===== config.mk =====
export PLATFORM = sky130hd
export DESIGN_NAME = tile_pixels
export DESIGN_NICKNAME = d
export VERILOG_FILES = /design/src/rtl/tile_pkg.sv /design/src/rtl/tile_rowdiv.sv /design/src/rtl/tile_pixels.sv
export SDC_FILE = /design/constraint.sdc
export NUM_CORES = 1
export LEC_CHECK = 0
export CAP_MARGIN = 5
export CELL_PAD_IN_SITES_DETAIL_PLACEMENT = 1
export CELL_PAD_IN_SITES_GLOBAL_PLACEMENT = 1
export CORE_MARGIN = 2
export CORE_UTILIZATION = 40
export CTS_BUF_LIST = sky130_fd_sc_hd__clkbuf_2
export CTS_CLUSTER_DIAMETER = 200
export DETAILED_ROUTE_END_ITERATION = 10
export PLACE_DENSITY_LB_ADDON = 0.25
export SYNTH_ARGS = -nofsm -noshare
export SYNTH_HDL_FRONTEND = slang
export SYNTH_SLANG_ARGS = --single-unit

===== constraint.sdc =====
create_clock -name in_clk -period 4.6 [get_ports in_clk]
set_input_delay 0.69 -clock in_clk [delete_from_list [all_inputs] [get_ports in_clk]]
set_output_delay 0.69 -clock in_clk [all_outputs]
set_load 0.02 [all_outputs]

===== src/rtl/tile_pkg.sv =====
// rtl/tile_pkg.sv - shared screen/tile dimensions and tile_pixels FSM state type
package tile_pkg;

  localparam int DEFAULT_SCREEN_WIDTH  = 1280;
  localparam int DEFAULT_SCREEN_HEIGHT = 720;
  localparam int DEFAULT_TILE_WIDTH    = 16;
  localparam int DEFAULT_TILE_HEIGHT   = 24;

  typedef enum logic [1:0] {
    IDLE,
    CONV,
    EMIT,
    DONE
  } t_tile_pixels_state;

endpackage


===== src/rtl/tile_rowdiv.sv =====
// rtl/tile_rowdiv.sv - iterative subtract divider, one subtraction per cycle
// done is combinational in the cycle the remainder first drops below the divisor.
module tile_rowdiv #(
  parameter int DIVISOR       = 80,
  parameter int DIVIDEND_BITS = 12,
  parameter int QUOT_BITS     = 5,
  parameter int REM_BITS      = 7
) (
  input  logic                     in_clk,
  input  logic                     in_rst,
  input  logic                     in_start,
  input  logic [DIVIDEND_BITS-1:0] in_dividend,
  output logic                     out_done,
  output logic [QUOT_BITS-1:0]     out_quot,
  output logic [REM_BITS-1:0]      out_rem
);

  localparam logic [DIVIDEND_BITS-1:0] DIV_C = DIVIDEND_BITS'(DIVISOR);

  logic [DIVIDEND_BITS-1:0] rem_q;
  logic [QUOT_BITS-1:0]     quot_q;
  logic                     busy_q;

  always_ff @(posedge in_clk) begin
    if (!in_rst) begin
      rem_q  <= '0;
      quot_q <= '0;
      busy_q <= 1'b0;
    end else if (in_start) begin
      rem_q  <= in_dividend;
      quot_q <= '0;
      busy_q <= 1'b1;
    end else if (busy_q) begin
      if (rem_q >= DIV_C) begin
        rem_q  <= rem_q - DIV_C;
        quot_q <= quot_q + QUOT_BITS'(1);
      end else begin
        busy_q <= 1'b0;
      end
    end
  end

  assign out_done = busy_q && (rem_q < DIV_C);
  assign out_quot = quot_q;
  assign out_rem  = REM_BITS'(rem_q);

endmodule


===== src/rtl/tile_pixels.sv =====
// rtl/tile_pixels.sv - enumerate every screen pixel of one tile in row-major order
// Define TILE_PIXELS_ADDR_EN to produce the linear framebuffer address on out_addr.
module tile_pixels
  import tile_pkg::*;
#(
  parameter int SCREEN_WIDTH       = DEFAULT_SCREEN_WIDTH,
  parameter int SCREEN_HEIGHT      = DEFAULT_SCREEN_HEIGHT,
  parameter int TILE_WIDTH         = DEFAULT_TILE_WIDTH,
  parameter int TILE_HEIGHT        = DEFAULT_TILE_HEIGHT,
  parameter int TILES_X            = SCREEN_WIDTH / TILE_WIDTH,
  parameter int TILES_Y            = SCREEN_HEIGHT / TILE_HEIGHT,
  parameter int SCREEN_WIDTH_BITS  = $clog2(SCREEN_WIDTH),
  parameter int SCREEN_HEIGHT_BITS = $clog2(SCREEN_HEIGHT),
  parameter int TILE_WIDTH_BITS    = $clog2(TILE_WIDTH),
  parameter int TILE_HEIGHT_BITS   = $clog2(TILE_HEIGHT),
  parameter int TILE_X_BITS        = $clog2(TILES_X),
  parameter int TILE_Y_BITS        = $clog2(TILES_Y),
  parameter int TILE_NUM_BITS      = $clog2(TILES_X * TILES_Y),
  parameter int ADDR_BITS          = $clog2(SCREEN_WIDTH * SCREEN_HEIGHT)
) (
  input  logic                          in_clk,
  input  logic                          in_rst,
  input  logic                          in_start,
  input  logic [TILE_NUM_BITS-1:0]      in_tile_num,
  input  logic                          in_ack,
  output logic                          out_busy,
  output logic                          out_valid,
  output logic [SCREEN_WIDTH_BITS-1:0]  out_pix_x,
  output logic [SCREEN_HEIGHT_BITS-1:0] out_pix_y,
  output logic [TILE_WIDTH_BITS-1:0]    out_tile_pix_x,
  output logic [TILE_HEIGHT_BITS-1:0]   out_tile_pix_y,
  output logic [ADDR_BITS-1:0]          out_addr,
  output logic                          out_done,
  output logic                          out_err
);

  localparam int TILE_COUNT = TILES_X * TILES_Y;
  localparam logic [TILE_WIDTH_BITS-1:0]  TPX_LAST = TILE_WIDTH_BITS'(TILE_WIDTH - 1);
  localparam logic [TILE_HEIGHT_BITS-1:0] TPY_LAST = TILE_HEIGHT_BITS'(TILE_HEIGHT - 1);

  t_tile_pixels_state state_q, state_d;

  logic [TILE_X_BITS-1:0]      tile_x_q;
  logic [TILE_Y_BITS-1:0]      tile_y_q;
  logic [TILE_WIDTH_BITS-1:0]  tile_pix_x_q;
  logic [TILE_HEIGHT_BITS-1:0] tile_pix_y_q;
  logic                        err_q;

  logic                   in_range;
  logic                   div_start;
  logic                   div_done;
  logic [TILE_Y_BITS-1:0] div_quot;
  logic [TILE_X_BITS-1:0] div_rem;
  logic                   load_tile;
  logic                   advance;
  logic                   last_pix;

  // Compare at 32 bits so a power-of-two tile count cannot alias to zero.
  assign in_range = 32'(in_tile_num) < 32'(TILE_COUNT);
  assign last_pix = (tile_pix_x_q == TPX_LAST) && (tile_pix_y_q == TPY_LAST);

  tile_rowdiv #(
    .DIVISOR       (TILES_X),
    .DIVIDEND_BITS (TILE_NUM_BITS),
    .QUOT_BITS     (TILE_Y_BITS),
    .REM_BITS      (TILE_X_BITS)
  ) u_rowdiv (
    .in_clk      (in_clk),
    .in_rst      (in_rst),
    .in_start    (div_start),
    .in_dividend (in_tile_num),
    .out_done    (div_done),
    .out_quot    (div_quot),
    .out_rem     (div_rem)
  );

  always_comb begin
    state_d   = state_q;
    div_start = 1'b0;
    load_tile = 1'b0;
    advance   = 1'b0;
    case (state_q)
      IDLE: begin
        if (in_start && in_range) begin
          div_start = 1'b1;
          state_d   = CONV;
        end
      end
      CONV: begin
        if (div_done) begin
          load_tile = 1'b1;
          state_d   = EMIT;
        end
      end
      EMIT: begin
        if (in_ack) begin
          advance = 1'b1;
          if (last_pix) state_d = DONE;
        end
      end
      DONE:    state_d = IDLE;
      default: state_d = IDLE;
    endcase
  end

  always_ff @(posedge in_clk) begin
    if (!in_rst) begin
      state_q      <= IDLE;
      tile_x_q     <= '0;
      tile_y_q     <= '0;
      tile_pix_x_q <= '0;
      tile_pix_y_q <= '0;
      err_q        <= 1'b0;
    end else begin
      state_q <= state_d;
      err_q   <= (state_q == IDLE) && in_start && !in_range;
      if (load_tile) begin
        tile_x_q     <= div_rem;
        tile_y_q     <= div_quot;
        tile_pix_x_q <= '0;
        tile_pix_y_q <= '0;
      end else if (advance) begin
        if (tile_pix_x_q == TPX_LAST) begin
          tile_pix_x_q <= '0;
          tile_pix_y_q <= last_pix ? '0 : tile_pix_y_q + TILE_HEIGHT_BITS'(1);
        end else begin
          tile_pix_x_q <= tile_pix_x_q + TILE_WIDTH_BITS'(1);
        end
      end
    end
  end

  assign out_busy       = (state_q != IDLE);
  assign out_valid      = (state_q == EMIT);
  assign out_done       = (state_q == DONE);
  assign out_err        = err_q;
  assign out_tile_pix_x = tile_pix_x_q;
  assign out_tile_pix_y = tile_pix_y_q;
  assign out_pix_x = SCREEN_WIDTH_BITS'(32'(tile_x_q) * TILE_WIDTH + 32'(tile_pix_x_q));
  assign out_pix_y = SCREEN_HEIGHT_BITS'(32'(tile_y_q) * TILE_HEIGHT + 32'(tile_pix_y_q));

`ifdef TILE_PIXELS_ADDR_EN
  localparam int ROW_STRIDE = TILE_HEIGHT * SCREEN_WIDTH;
  localparam logic [ADDR_BITS-1:0] WRAP_STEP = ADDR_BITS'(SCREEN_WIDTH - TILE_WIDTH + 1);

  logic [ADDR_BITS-1:0] addr_q;

  // Base address multiplies once per tile; after that the address only steps.
  always_ff @(posedge in_clk) begin
    if (!in_rst) begin
      addr_q <= '0;
    end else if (load_tile) begin
      addr_q <= ADDR_BITS'(32'(div_quot) * ROW_STRIDE + 32'(div_rem) * TILE_WIDTH);
    end else if (advance) begin
      addr_q <= addr_q + ((tile_pix_x_q == TPX_LAST) ? WRAP_STEP : ADDR_BITS'(1));
    end
  end

  assign out_addr = addr_q;
`else
  assign out_addr = '0;
`endif

endmodule

==> impl_metrics.tcl, run 1 <==
set metrics [dict create \
    status "finished, final reports clean" \
    ctsHoldBuffers 0 \
    core_area_um2 6350 \
    cts_max_path_buffers 2 \
    die_w_um 84.9 \
    finalMaxSlewViolations 0 \
    hold_viol 0 \
    place.gp.congestion 0.732 \
    pin_count 70 \
    die_area_um2 7210 \
    tightest_slew_ns 0.860 \
    grt_usage_pct 15.5 \
    ys_types 44 \
    cts_setup_buffers 0 \
    grt_pass1_wl_um 9320 \
    drtPass1Iterations 4 \
    drcViolationCount 0 \
    ir_drop_uv 157 \
    min_period_ns 4.11 \
    syn_avg_cell_area_um2 8.73 \
    ys_ff_latch 42 \
    cts_tree "yes" \
    totalWireLength_um 5250 \
    total_power_mw 1.04 \
    critPathKind "register to output port" \
    crit_arrival_ns 3.42 \
    portBuffers 49 \
    cts.htree.levels 2 \
    synth-edff-count 0 \
    ys_warn_count 0 \
    drtIter0Drc 51 \
    ant_nets 0 \
    fill_cells 751 \
    antenna_found_initial 0 \
    min_path_type "register to register" \
    leakagePower_nw 1.31 \
    setup-tns-final_ns 0 \
    clkLatencyLatePin_ns 0.41 \
    wl_per_cell_um 12.6 \
    yosysSeqAreaShare_pct 32.1 \
    syn_inst 300 \
    overflow 0 \
    maxSlewHeadroom_pct 42.7 \
    final_nets 376 \
    setup_violations 0 \
    clock-sinks 42 \
    grt_pass1_vias 2050 \
    fin_crit_sh_pct 89.4 \
    fmax_mhz 243 \
    rows 29 \
    startpoint_type "register" \
    finClkSkew_ns 0.0284 \
    clk_pin_slew_ns 0.23 \
    crit_fanout 4 \
    cellPowerDensity_nw_per_um2 336 \
    critPathCaptureType "output port" \
    async_reset_ff_share_pct 0 \
    antennaDiodeCount 0 \
    via_per_inst 5.04 \
    start_util_pct 41.3 \
    synthToLayoutAreaGrowth_pct 18.3 \
    rsz0062_at_grt "no" \
    ys.flop_type "dfxtp_1" \
    syn-cell-area_um2 2620 \
    maxCapViolCount 0 \
    dieHeight_um 84.9 \
    via_count 2107 \
    grt_max_degree 22 \
    cts_resized 0 \
    required_ns 3.91 \
    drive_above_1_share_pct 4.69 \
    cts-root-buf "clkbuf_2" \
    hpwl_um 4050 \
    numCtsBuffers 5 \
]
sequential cells by signal, indices dropped and copies added (netlist names):
signal             flops
u_rowdiv.busy_q        1
u_rowdiv.rem_q        12
u_rowdiv.out_quot      5
out_err                1
out_tile_pix_x         4
tile_x_q               7
tile_y_q               5
state_q                2
out_tile_pix_y         5
layout by cell type, fill, tap and decap left out, types with 12 or more instances in the layout:
master,n
inv_1,17
nor2_1,21
nor2b_1,18
conb_1,20
clkdlybuf4s50_1,49
a21oi_1,20
dfxtp_1,42
xnor2_1,12
ha_1,18
nand3_1,15
nand2_1,20
mux2i_1,19
worst max-delay path, cell delays in order, from the launching register on:
cell and delay [ns]:
dfxtp_1 0.43, ha_1 0.19, inv_1 0.05, fa_1 0.39, xnor2_1 0.35, nand2_1 0.18
or4_1 0.51, a31oi_1 0.22, a211o_1 0.12, clkdlybuf4s50_1 0.59
metrics by stage:
step                      std cells  cell area [µm²]  setup slack, ns  hold slack (ns)  util (%)
after global placement          410             3030             1.11            0.484      47.8
after global routing            418             3100            0.234            0.559      48.8
after CTS                       418             3100            0.466            0.522      48.8
after floorplan                 319             2690             1.69            0.468         -
final                           418             3100            0.489            0.528      48.8
after detailed placement        410             3030            0.934            0.497      47.8
cells in the mapped netlist, types with 3 or more instances:
library cell / instances / share of area [%]
a211oi_1: 3 / 0.86
a21oi_1: 20 / 3.8
buf_4: 29 / 8.3
clkbuf_1: 6 / 0.86
dfxtp_1: 42 / 32
ha_1: 18 / 8.6
inv_1: 17 / 2.4
mux2i_1: 19 / 7.3
nand2_1: 20 / 2.9
nand2b_1: 3 / 0.72
nand3_1: 15 / 2.9
nand4b_1: 3 / 1.0
nor2_1: 21 / 3.0
nor2b_1: 18 / 4.3
o21ai_0: 10 / 1.9
or4_1: 3 / 0.86
xnor2_1: 12 / 4.0
xor2_1: 8 / 2.7
where the power goes:
part / internal (mW) / total (mW) / switching (mW)
sequential: 0.406 / 0.456 / 0.0496
clock: 0.0968 / 0.217 / 0.121
combinational: 0.158 / 0.367 / 0.209
total: 0.661 / 1.04 / 0.379
cell families after synthesis:
kind of cell | after synthesis | synth area share [%]
buffers and inverters | 53 | 12.0
XOR/XNOR | 20 | 6.69
other | 1 | 0.143
multiplexers | 19 | 7.26
flip-flops | 42 | 32.1
adder cells (fa/ha/maj) | 20 | 10.1
AO/OA/AOI/OAI | 49 | 12.1
AND/OR/NAND/NOR | 96 | 19.6
worst paths after layout:
kind                                          startpoint                                end  slack [ns]  cells past startpoint
worst min register to register   state_q[1]$_SDFFE_PN0P_            state_q[1]$_SDFFE_PN0P_        0.53                      2
worst min-delay path             state_q[1]$_SDFFE_PN0P_            state_q[1]$_SDFFE_PN0P_        0.53                      2
worst max register to register   state_q[0]$_SDFFE_PN0P_  u_rowdiv.out_quot[2]$_SDFFE_PP0P_        2.24                      7
worst max-delay path            tile_y_q[1]$_SDFFE_PN0P_                       out_pix_y[9]        0.49                      9
metal layers:
| layer | global-route usage [%] | share of wire (%) | vias up |
|---|---|---|---|
| met1 | 19.2 | 47 | 991 |
| met3 | 3.31 | 4.1 | 9 |
| li1 | - | - | 1055 |
| met2 | 26.5 | 47 | 52 |
| met4 | 5.92 | 1.8 | 0 |
| met5 | 0 | 0 | - |
final cells by class:
type                       count  area, µm²  share of cell area (%)
inverter                      17       63.8                    2.06
multi-input combinational    224       1540                    49.5
sequential                    42        841                    27.1
clock buffer                   7       35.0                    1.13
timing repair buffer          50        498                    16.1
tap                           77       96.3                    3.11
clock inverter                 1       30.0                   0.969
Power figures use the tool's default switching activity.
==> run 2, diff against run 1 <==
--- a/config.mk
+++ b/config.mk
@@ -5,7 +5,6 @@
 export SDC_FILE = /design/constraint.sdc
 export NUM_CORES = 1
 export LEC_CHECK = 0
-export CAP_MARGIN = 5
 export CELL_PAD_IN_SITES_DETAIL_PLACEMENT = 1
 export CELL_PAD_IN_SITES_GLOBAL_PLACEMENT = 1
 export CORE_MARGIN = 2
==> results of run 2 <==
Final layout, timing and power as in run 1 (identical DEF).
